==> src/rtl/trace_capture_buffer_if.sv <==
// rtl/trace_capture_buffer_if.sv - trace entry input and readout bundle for trace_capture_buffer
// master drives trace entries and read pops; slave is the capture buffer.
interface trace_capture_buffer_if #(
  parameter int DATA_W = 32
);
  logic              tr_valid;
  logic [31:0]       tr_instr;
  logic [4:0]        tr_wreg;
  logic [DATA_W-1:0] tr_wdata;
  logic              rd_en;
  logic              rd_valid;
  logic [31:0]       rd_instr;
  logic [4:0]        rd_wreg;
  logic [DATA_W-1:0] rd_wdata;
  logic              rd_empty;

  modport master (
    output tr_valid, tr_instr, tr_wreg, tr_wdata, rd_en,
    input  rd_valid, rd_instr, rd_wreg, rd_wdata, rd_empty
  );

  modport slave (
    input  tr_valid, tr_instr, tr_wreg, tr_wdata, rd_en,
    output rd_valid, rd_instr, rd_wreg, rd_wdata, rd_empty
  );
endinterface

==> src/rtl/trace_capture_buffer.sv <==
// rtl/trace_capture_buffer.sv - circular retire-trace buffer with opcode trigger and oldest-first readout
// Optional per-entry cycle timestamp and rd_ts output when TRACE_TIMESTAMP_EN is defined.
module trace_capture_buffer #(
  parameter int DATA_W    = 32,
  parameter int ADDR_W    = 3,
  parameter int POST_TRIG = 3,
  parameter int TS_W      = 16
) (
  input  logic                 clk,
  input  logic                 reset,
  input  logic                 arm,
  input  logic [5:0]           trig_op,
  input  logic [5:0]           trig_mask,
  trace_capture_buffer_if.slave bus,
  output logic [1:0]           state,
  output logic [ADDR_W:0]      count,
  output logic [ADDR_W-1:0]    trig_pos
`ifdef TRACE_TIMESTAMP_EN
  ,
  output logic [TS_W-1:0]      rd_ts
`endif
);

  localparam int DEPTH = 1 << ADDR_W;
  localparam logic [ADDR_W:0]   DEPTH_C = (ADDR_W+1)'(DEPTH);
  localparam logic [ADDR_W-1:0] POST_C  = ADDR_W'(POST_TRIG);
`ifdef TRACE_TIMESTAMP_EN
  localparam int ENTRY_W = 37 + DATA_W + TS_W;
`else
  localparam int ENTRY_W = 37 + DATA_W;
`endif

  typedef enum logic [1:0] {
    S_IDLE  = 2'b00,
    S_ARMED = 2'b01,
    S_POST  = 2'b10,
    S_DONE  = 2'b11
  } state_t;

  state_t              state_q, state_d;
  logic [ENTRY_W-1:0]  mem [DEPTH];
  logic [ENTRY_W-1:0]  wr_entry;
  logic [ENTRY_W-1:0]  rd_entry;
  logic [ADDR_W-1:0]   wr_ptr;
  logic [ADDR_W-1:0]   post_cnt;
  logic [ADDR_W-1:0]   rd_addr;
  logic [ADDR_W:0]     rd_idx;
  logic [ADDR_W:0]     count_q;
  logic [ADDR_W-1:0]   trig_pos_q;
  logic                do_arm, wr_en, hit, full, rd_fire;

  assign do_arm  = arm && (state_q == S_IDLE || state_q == S_DONE);
  assign wr_en   = bus.tr_valid && (state_q == S_ARMED || state_q == S_POST);
  assign hit     = bus.tr_valid && (((bus.tr_instr[31:26] ^ trig_op) & trig_mask) == 6'd0);
  assign full    = (count_q == DEPTH_C);
  // arm takes priority over a same-cycle pop in DONE
  assign rd_fire = (state_q == S_DONE) && bus.rd_en && !arm && (rd_idx != count_q);
  assign rd_addr = wr_ptr - count_q[ADDR_W-1:0] + rd_idx[ADDR_W-1:0];

`ifdef TRACE_TIMESTAMP_EN
  logic [TS_W-1:0] ts;
  always_ff @(posedge clk) begin
    if (reset) ts <= '0;
    else       ts <= ts + TS_W'(1);
  end
  assign wr_entry = {ts, bus.tr_instr, bus.tr_wreg, bus.tr_wdata};
`else
  assign wr_entry = {bus.tr_instr, bus.tr_wreg, bus.tr_wdata};
`endif

  assign rd_entry = mem[rd_addr];

  always_ff @(posedge clk) begin
    if (wr_en) mem[wr_ptr] <= wr_entry;
  end

  always_ff @(posedge clk) begin
    if (reset) state_q <= S_IDLE;
    else       state_q <= state_d;
  end

  always_comb begin
    state_d = state_q;
    case (state_q)
      S_IDLE:  if (arm) state_d = S_ARMED;
      S_ARMED: if (wr_en && hit) state_d = (POST_TRIG == 0) ? S_DONE : S_POST;
      S_POST:  if (wr_en && post_cnt == ADDR_W'(1)) state_d = S_DONE;
      S_DONE:  if (arm) state_d = S_ARMED;
      default: state_d = S_IDLE;
    endcase
  end

  always_ff @(posedge clk) begin
    if (reset) begin
      wr_ptr       <= '0;
      count_q      <= '0;
      rd_idx       <= '0;
      post_cnt     <= '0;
      trig_pos_q   <= '0;
      bus.rd_valid <= 1'b0;
      bus.rd_instr <= '0;
      bus.rd_wreg  <= '0;
      bus.rd_wdata <= '0;
`ifdef TRACE_TIMESTAMP_EN
      rd_ts        <= '0;
`endif
    end else begin
      bus.rd_valid <= 1'b0;
      if (do_arm) begin
        wr_ptr     <= '0;
        count_q    <= '0;
        rd_idx     <= '0;
        post_cnt   <= '0;
        trig_pos_q <= '0;
      end else begin
        if (wr_en) begin
          wr_ptr <= wr_ptr + ADDR_W'(1);
          if (!full) count_q <= count_q + (ADDR_W+1)'(1);
          // trigger index is measured from the oldest entry after this write lands
          if (state_q == S_ARMED && hit) begin
            post_cnt   <= POST_C;
            trig_pos_q <= full ? ADDR_W'(DEPTH - 1) : count_q[ADDR_W-1:0];
          end else if (state_q == S_POST) begin
            post_cnt <= post_cnt - ADDR_W'(1);
            if (full) trig_pos_q <= trig_pos_q - ADDR_W'(1);
          end
        end
        if (rd_fire) begin
          bus.rd_valid <= 1'b1;
          bus.rd_wdata <= rd_entry[DATA_W-1:0];
          bus.rd_wreg  <= rd_entry[DATA_W+4:DATA_W];
          bus.rd_instr <= rd_entry[DATA_W+36:DATA_W+5];
`ifdef TRACE_TIMESTAMP_EN
          rd_ts        <= rd_entry[ENTRY_W-1:DATA_W+37];
`endif
          rd_idx       <= rd_idx + (ADDR_W+1)'(1);
        end
      end
    end
  end

  assign bus.rd_empty = (state_q == S_DONE) && (rd_idx == count_q);
  assign state        = state_q;
  assign count        = count_q;
  assign trig_pos     = trig_pos_q;

endmodule
==> src/flat_wrapper.sv <==
// flat-port wrapper written by rule: the top's interface ports become plain ports
module trace_capture_buffer_flat 
#(
  parameter int DATA_W    = 32,
  parameter int ADDR_W    = 3,
  parameter int POST_TRIG = 3,
  parameter int TS_W      = 16
)
  (clk, reset, arm, trig_op, trig_mask, state, count, trig_pos, bus_tr_valid, bus_tr_instr, bus_tr_wreg, bus_tr_wdata, bus_rd_en, bus_rd_valid, bus_rd_instr, bus_rd_wreg, bus_rd_wdata, bus_rd_empty);
  trace_capture_buffer_if #(.DATA_W(DATA_W)) bus_i ();
  input  logic clk;
  input  logic reset;
  input  logic arm;
  input  logic [5:0] trig_op;
  input  logic [5:0] trig_mask;
  output logic [1:0] state;
  output logic [ADDR_W:0] count;
  output logic [ADDR_W-1:0] trig_pos;
  input wire logic [$bits(bus_i.tr_valid)-1:0] bus_tr_valid;
  input wire logic [$bits(bus_i.tr_instr)-1:0] bus_tr_instr;
  input wire logic [$bits(bus_i.tr_wreg)-1:0] bus_tr_wreg;
  input wire logic [$bits(bus_i.tr_wdata)-1:0] bus_tr_wdata;
  input wire logic [$bits(bus_i.rd_en)-1:0] bus_rd_en;
  output wire logic [$bits(bus_i.rd_valid)-1:0] bus_rd_valid;
  output wire logic [$bits(bus_i.rd_instr)-1:0] bus_rd_instr;
  output wire logic [$bits(bus_i.rd_wreg)-1:0] bus_rd_wreg;
  output wire logic [$bits(bus_i.rd_wdata)-1:0] bus_rd_wdata;
  output wire logic [$bits(bus_i.rd_empty)-1:0] bus_rd_empty;
  assign bus_i.tr_valid = bus_tr_valid;
  assign bus_i.tr_instr = bus_tr_instr;
  assign bus_i.tr_wreg = bus_tr_wreg;
  assign bus_i.tr_wdata = bus_tr_wdata;
  assign bus_i.rd_en = bus_rd_en;
  assign bus_rd_valid = bus_i.rd_valid;
  assign bus_rd_instr = bus_i.rd_instr;
  assign bus_rd_wreg = bus_i.rd_wreg;
  assign bus_rd_wdata = bus_i.rd_wdata;
  assign bus_rd_empty = bus_i.rd_empty;
  trace_capture_buffer #(.DATA_W(DATA_W), .ADDR_W(ADDR_W), .POST_TRIG(POST_TRIG), .TS_W(TS_W)) u_core (.clk(clk), .reset(reset), .arm(arm), .trig_op(trig_op), .trig_mask(trig_mask), .bus(bus_i), .state(state), .count(count), .trig_pos(trig_pos));
endmodule
==> config.mk <==
export PLATFORM = sky130hd
export DESIGN_NAME = trace_capture_buffer_flat
export DESIGN_NICKNAME = d
export VERILOG_FILES = /design/src/rtl/trace_capture_buffer_if.sv /design/src/rtl/trace_capture_buffer.sv /design/src/flat_wrapper.sv
export SDC_FILE = /design/constraint.sdc
export NUM_CORES = 1
export LEC_CHECK = 0
export BUFFER_PORTS_ARGS = -buffer_cell sky130_fd_sc_hd__buf_2
export CORE_MARGIN = 2
export CORE_UTILIZATION = 50
export CTS_BUF_LIST = sky130_fd_sc_hd__clkbuf_8
export DETAILED_ROUTE_END_ITERATION = 10
export GPL_TIMING_DRIVEN = 0
export PLACE_DENSITY_LB_ADDON = 0.15
export SYNTH_ARGS = -nofsm -noshare
export SYNTH_HDL_FRONTEND = slang
export SYNTH_SLANG_ARGS = --single-unit
==> constraint.sdc <==
create_clock -name clk -period 10.31 [get_ports clk]
set_input_delay 1.031 -clock clk [delete_from_list [all_inputs] [get_ports clk]]
set_output_delay 1.031 -clock clk [all_outputs]
set_load 0.01 [all_outputs]
# Word-level counts from Yosys, hierarchy flattened
# Memory sizes are Yosys's and may differ from the RTL's. A register that Yosys moved wholly into a read port is not among the register bits.
# Index checks and enable logic that the tools add are counted.
[totals]
latch_bits = 0
input_bits = 86
n_memories = 1
wordCells = 66
output_inout_bits = 80
rom_bits = 0
ram_bits = 552
register_bits = 20
[memory_table]
columns = ["memory", "depth", "word_bits", "rd", "rd_clocked_by_memory_dff", "wr", "line", "source"]
rows = [
  ["u_core.mem", 8, 69, 1, 1, 1, "trace_capture_buffer.sv:41", "logic [ENTRY_W-1:0] mem [DEPTH];"],
]
[classes]
muxes = 13
n_div = 0
multipliers = 0
addsub = 7
reduce_logical = 24
n_lt_le_gt_ge = 0
n_bitwise = 4
eq_ne = 10
shift = 0
[ops]
columns = ["op", "count"]
rows = [
  ["$mux W3", 6],
  ["$logic_and A1 B1 Y1", 10],
  ["$add A4 B1 Y4 const B", 2],
  ["$and A6 B6 Y6", 1],
  ["$logic_not A6 Y1", 1],
  ["$mux W2", 3],
  ["$ne A2 B1 Y1 const B", 3],
  ["$pmux W2 S3", 1],
  ["$reduce_and A2 Y1", 3],
  ["$reduce_and A3 Y1", 2],
  ["$sub A3 B1 Y3 const B", 2],
  ["$xor A6 B6 Y6", 1],
  ["$eq A2 B2 Y1 const B", 2],
  ["$eq A4 B4 Y1", 1],
  ["$eq A4 B4 Y1 const B", 1],
  ["$ne A4 B4 Y1", 1],
  ["$reduce_bool A2 Y1", 2],
  ["$reduce_or A2 Y1", 2],
  ["$add A3 B1 Y3 const B", 1],
  ["$add A3 B3 Y3", 1],
  ["$eq A3 B1 Y1 const B", 1],
  ["$mux W1", 3],
  ["$sub A3 B3 Y3", 1],
  ["$eq A2 B1 Y1 const B", 1],
  ["other kinds (4)", 6],
]

# Logic depth before layout (Yosys ltp)
[depth]
depth_word = 7
ltp_mapped = 14
mapped_depth_nobuf = 11

# Least setup slack after synthesis
# No wires, ideal clock.
[synth_timing]
path_type = "input to register"
from = "input port bus_tr_valid"
to = "memory u_core.mem[0][0] (netlist bit), enable pin"
arrival_time_ns = 7.840
path_stages = 3
setup_ns = 0.666
setup_slack_ns = 1.804
n_path_buf = 1
path_cell_list = "nand2b_1 clkbuf_1 nor4_1"
[synth_via]
elab_chain_len = 3
[synth_lines]
columns = ["item", "line", "source"]
rows = [
  ["start, declared", "flat_wrapper.sv:19", "input wire logic [$bits(bus_i.tr_valid)-1:0] bus_tr_valid;"],
  ["$logic_and A1 B1 Y1", "trace_capture_buffer.sv:53", "assign wr_en = bus.tr_valid && (state_q == S_ARMED || state_q == S_POST);"],
  ["$mux W1", "trace_capture_buffer.sv:74", "if (wr_en) mem[wr_ptr] <= wr_entry;"],
  ["$mux W1 (implied by the code)", "trace_capture_buffer.sv:74", ""],
  ["end, declared", "trace_capture_buffer.sv:41", ""],
]
# Every way passes these cells.

# Final worst setup path
[layout_timing]
from = "register u_core.wr_ptr[0]"
to = "register u_core.bus.rd_instr[4]"
[layout_via]
elab_chain_len = 2
[layout_lines]
columns = ["item", "line", "source"]
rows = [
  ["start, declared", "trace_capture_buffer.sv:44", "logic [ADDR_W-1:0] wr_ptr;"],
  ["start signal, assigned", "trace_capture_buffer.sv:117", "wr_ptr <= wr_ptr + ADDR_W'(1);"],
  ["$sub A3 B3 Y3", "trace_capture_buffer.sv:58", "assign rd_addr = wr_ptr - count_q[ADDR_W-1:0] + rd_idx[ADDR_W-1:0];"],
  ["$add A3 B3 Y3", "trace_capture_buffer.sv:58", ""],
  ["end signal, assigned", "trace_capture_buffer.sv:132", "bus.rd_instr <= rd_entry[DATA_W+36:DATA_W+5];"],
  ["end, declared", "trace_capture_buffer_if.sv:24", "output rd_valid, rd_instr, rd_wreg, rd_wdata, rd_empty"],
]
# Every way passes these cells.
# A chain may end at the register's enable or synchronous reset.

==> results by group <==
STA
  • Final Setup Violations: 0
  • Clock skew: 24.09 ps
  • Unrepaired setup endpoints after global routing: no
  • Final Hold Slack: 456.1 ps
  • Worst-margin pin slew: 951.3 ps
  • Hold Vio Cnt, Final: 0
  • Final Cycle Share: 40.56%
  • Slew Limit Fails: 0
  • Fmax: 0.2391 GHz
  • Worst Setup Slack, final: 6128 ps
  • Fin crit period: 4182 ps
  • Setup TNS Final: 0 ps
  • Relative slew margins: 36.43%

Global routing
  • First-pass GRT wire length: 78,320 um
  • Initial antenna violation count: 7
  • Grt ovf: 0
  • Number of global-route vias before repair: 12.67k
  • Largest net degree at the start of global routing: 24
  • Total track usage: 21.32%

Clocking
  • Post-CTS Setup Bufs: 0
  • H-tree Lvls: 3
  • CTS Sinks: 641
  • Cts repair resizes: 0
  • TritonCTS buffer count: 103
  • Hold_buf cts: 0
  • Clock slew at reported path FFs: 60 ps
  • Clock buffer depth: 3
  • TritonCTS clock tree: yes
  • Clock Tree Root: clkbuf_8
  • Worst-skew pair later-pin latency: 670 ps

Placement
  • Post-place setup slack: 6072 ps
  • DP HPWL: 33,640 um
  • Area after DPL: 26,500 um^2
  • Routability cong.: 0.8212
  • Cells after DPL: 1,966
  • Port Buf Inserts: 165

Setup path
  • Setup crit start kind: flop
  • CP Capture Type: flop
  • Crit path kind: flop to flop
  • CP required: 10,830 ps
  • Critical path arrival: 4700 ps
  • Critical Path Fanout Max: 10

Drt
  • Antenna-violating nets left: 0
  • Vias/cell: 5.594
  • Via count: 12.09k
  • WL per Instance: 23.96 um
  • DRC Markers: 0
  • 1st-iter DRT viols: 1,049
  • DRT Pass-1 Iters: 5
  • DRT Wirelength: 51,770 um

Synthesis
  • Main synth FF type: edfxtp_1
  • Syn nets: 1,229
  • Post-synth top area cell: edfxtp_1
  • Yosys cell types: 48
  • YS warnings: 0
  • Sequential fraction of the synthesis area: 76.06%
  • Synth async-reset ratio: 0%
  • Number of synthesized flops with an enable pin: 552
  • Syn Area/Cell: 21.40 um^2
  • Cell Area, Synth: 24,140 um^2
  • Flops & latches, synth: 641
  • Cells after Synth: 1,128
  • Top-area cell type share of the netlist area: 68.68%
  • Ranking of synthesized cells by area: edfxtp_1 69%, mux4_2 13%, dfxtp_1 7.4%

Power and ir drop
  • Max VDD drop: 0.1071 mV
  • Total power: 6.857 mW
  • Leakage power: 9.828 nW
  • Pwr Density: 240.4 nW/um^2

Floorplanning
  • Core area: 47,650 um^2
  • Die width: 223.7 um
  • FP Rows: 80
  • Starting Density: 50.66%
  • Die area: 50,040 um^2
  • Chip height: 223.7 um
  • # IOs: 166

Cells and area
  • Final core occ: 59.88%
  • Layout area overhead: 18.21%
  • Register area: 18,360 um^2
  • Area of the multi-input gates: 5474 um^2
  • Final net count: 1,557
  • Finished Cell Area: 28,530 um^2
  • Share of layout cells above drive strength 1: 36.14%
  • Non-filler cells, final: 2,161
  • Fill cells: 3,550

Outcome
  • Status: finished, final reports clean

Worst hold path
  • Worst hold path class: flop to flop

Job
  • Max Cap Viol: 0
-- Yosys cell counts (3+ instances only) --
master and count:
a21oi_1 11, a22oi_1 3, buf_2 27, buf_6 3, clkbuf_1 25, dfxtp_1 89, edfxtp_1 552, ha_1 13
inv_1 18, mux2i_1 70, mux4_2 138, nand2_1 16, nand3_1 4, nand4_1 4, nor2_1 21, nor3_1 7
nor4_1 3, o21ai_0 5, o2bb2ai_1 59, o2bb2ai_2 10, xnor2_1 6, xnor2_2 3, xor2_1 10
-- state kept, by name, summed over array words and instances, names as in the netlist --
name	cells
u_core.mem	552
u_core.bus.rd_instr	32
u_core.bus.rd_wdata	32
u_core.bus.rd_wreg	5
u_core.count	4
u_core.rd_idx	4
u_core.post_cnt	3
u_core.trig_pos	3
u_core.wr_ptr	3
u_core.state	2
u_core.bus.rd_valid	1
-- critical path, stage by stage, from the launching register on --
cell and delay (ps):
dfxtp_1 340, clkbuf_1 350, inv_1 90, ha_1 280, inv_1 60, ha_1 140
inv_1 60, fa_1 600, clkbuf_1 690, clkbuf_1 710, mux4_2 420, mux2i_1 230
o2bb2ai_1 90
-- cell families after synthesis --
group	synth area share (%)
AND/OR/NAND/NOR	1.301
flip-flops	76.06
XOR/XNOR	0.8968
AO/OA/AOI/OAI	3.660
buffers and inverters	1.462
adder cells (fa/ha/maj)	0.8398
multiplexers	15.78
-- final timing paths --
| kind | from | end | slack (ps) | cells past startpoint |
|---|---|---|---|---|
| min | u_core.bus.rd_wdata[25] | u_core.bus.rd_wdata[25] | 460 | 1 |
| max | u_core.wr_ptr[0] | u_core.bus.rd_instr[4] | 6130 | 12 |
| max reg2reg | u_core.wr_ptr[0] | u_core.bus.rd_instr[4] | 6130 | 12 |
| min reg2reg | u_core.bus.rd_wdata[25] | u_core.bus.rd_wdata[25] | 460 | 1 |
-- layer usage --
metal / routed length, um / vias up / share of wire, % / track usage (%)
met5: 53 / - / 0.10 / 0
met2: 24880 / 324 / 48 / 33.69
met1: 22630 / 6316 / 44 / 29.59
met4: 1228 / 10 / 2.4 / 7.226
li1: - / 5363 / - / -
met3: 2976 / 76 / 5.7 / 4.958
-- layout by cell type, fill, tap and decap left out, types with 3 or more instances in the layout --
cell       synthesis  final
nor2_4             1      4
nor2_1            21     18
clkinv_2           0      9
o21ai_0            5      5
clkbuf_8           0    125
xor2_1            10     10
a22oi_1            3      3
nor3_2             0      4
clkbuf_1          25     25
buf_8              0      5
nor3_1             7      3
o2bb2ai_1         59     59
edfxtp_1         552    552
nand4_1            4      4
buf_12             0      7
nand2_1           16     16
dfxtp_1           89     89
inv_1             18     60
o2bb2ai_2         10     10
mux2i_1           70     70
clkinv_1           0     14
nand3_1            4      4
xnor2_2            3      3
buf_2             27    192
buf_6              3     35
ha_1              13     13
xnor2_1            6      6
mux4_2           138    138
a21oi_1           11     11
buf_4              1     13
-- where the power goes --
| group | switching, mW | internal (mW) |
|---|---|---|
| logic | 0.925 | 0.881 |
| clock network | 0.954 | 1.12 |
| registers | 0.0320 | 2.95 |
-- layout make-up --
cell class	count	share of cell area [%]
clock inverters	68	1.066
clock buffers	125	6.030
inverters	19	0.2500
plain buffers	58	0.9868
repair buffers	223	5.421
flip-flops and latches	641	64.35
diodes	2	0.01754
well taps	615	2.697
multi-input cells	410	19.19
Note: power is estimated with default switching activity, not from simulation.
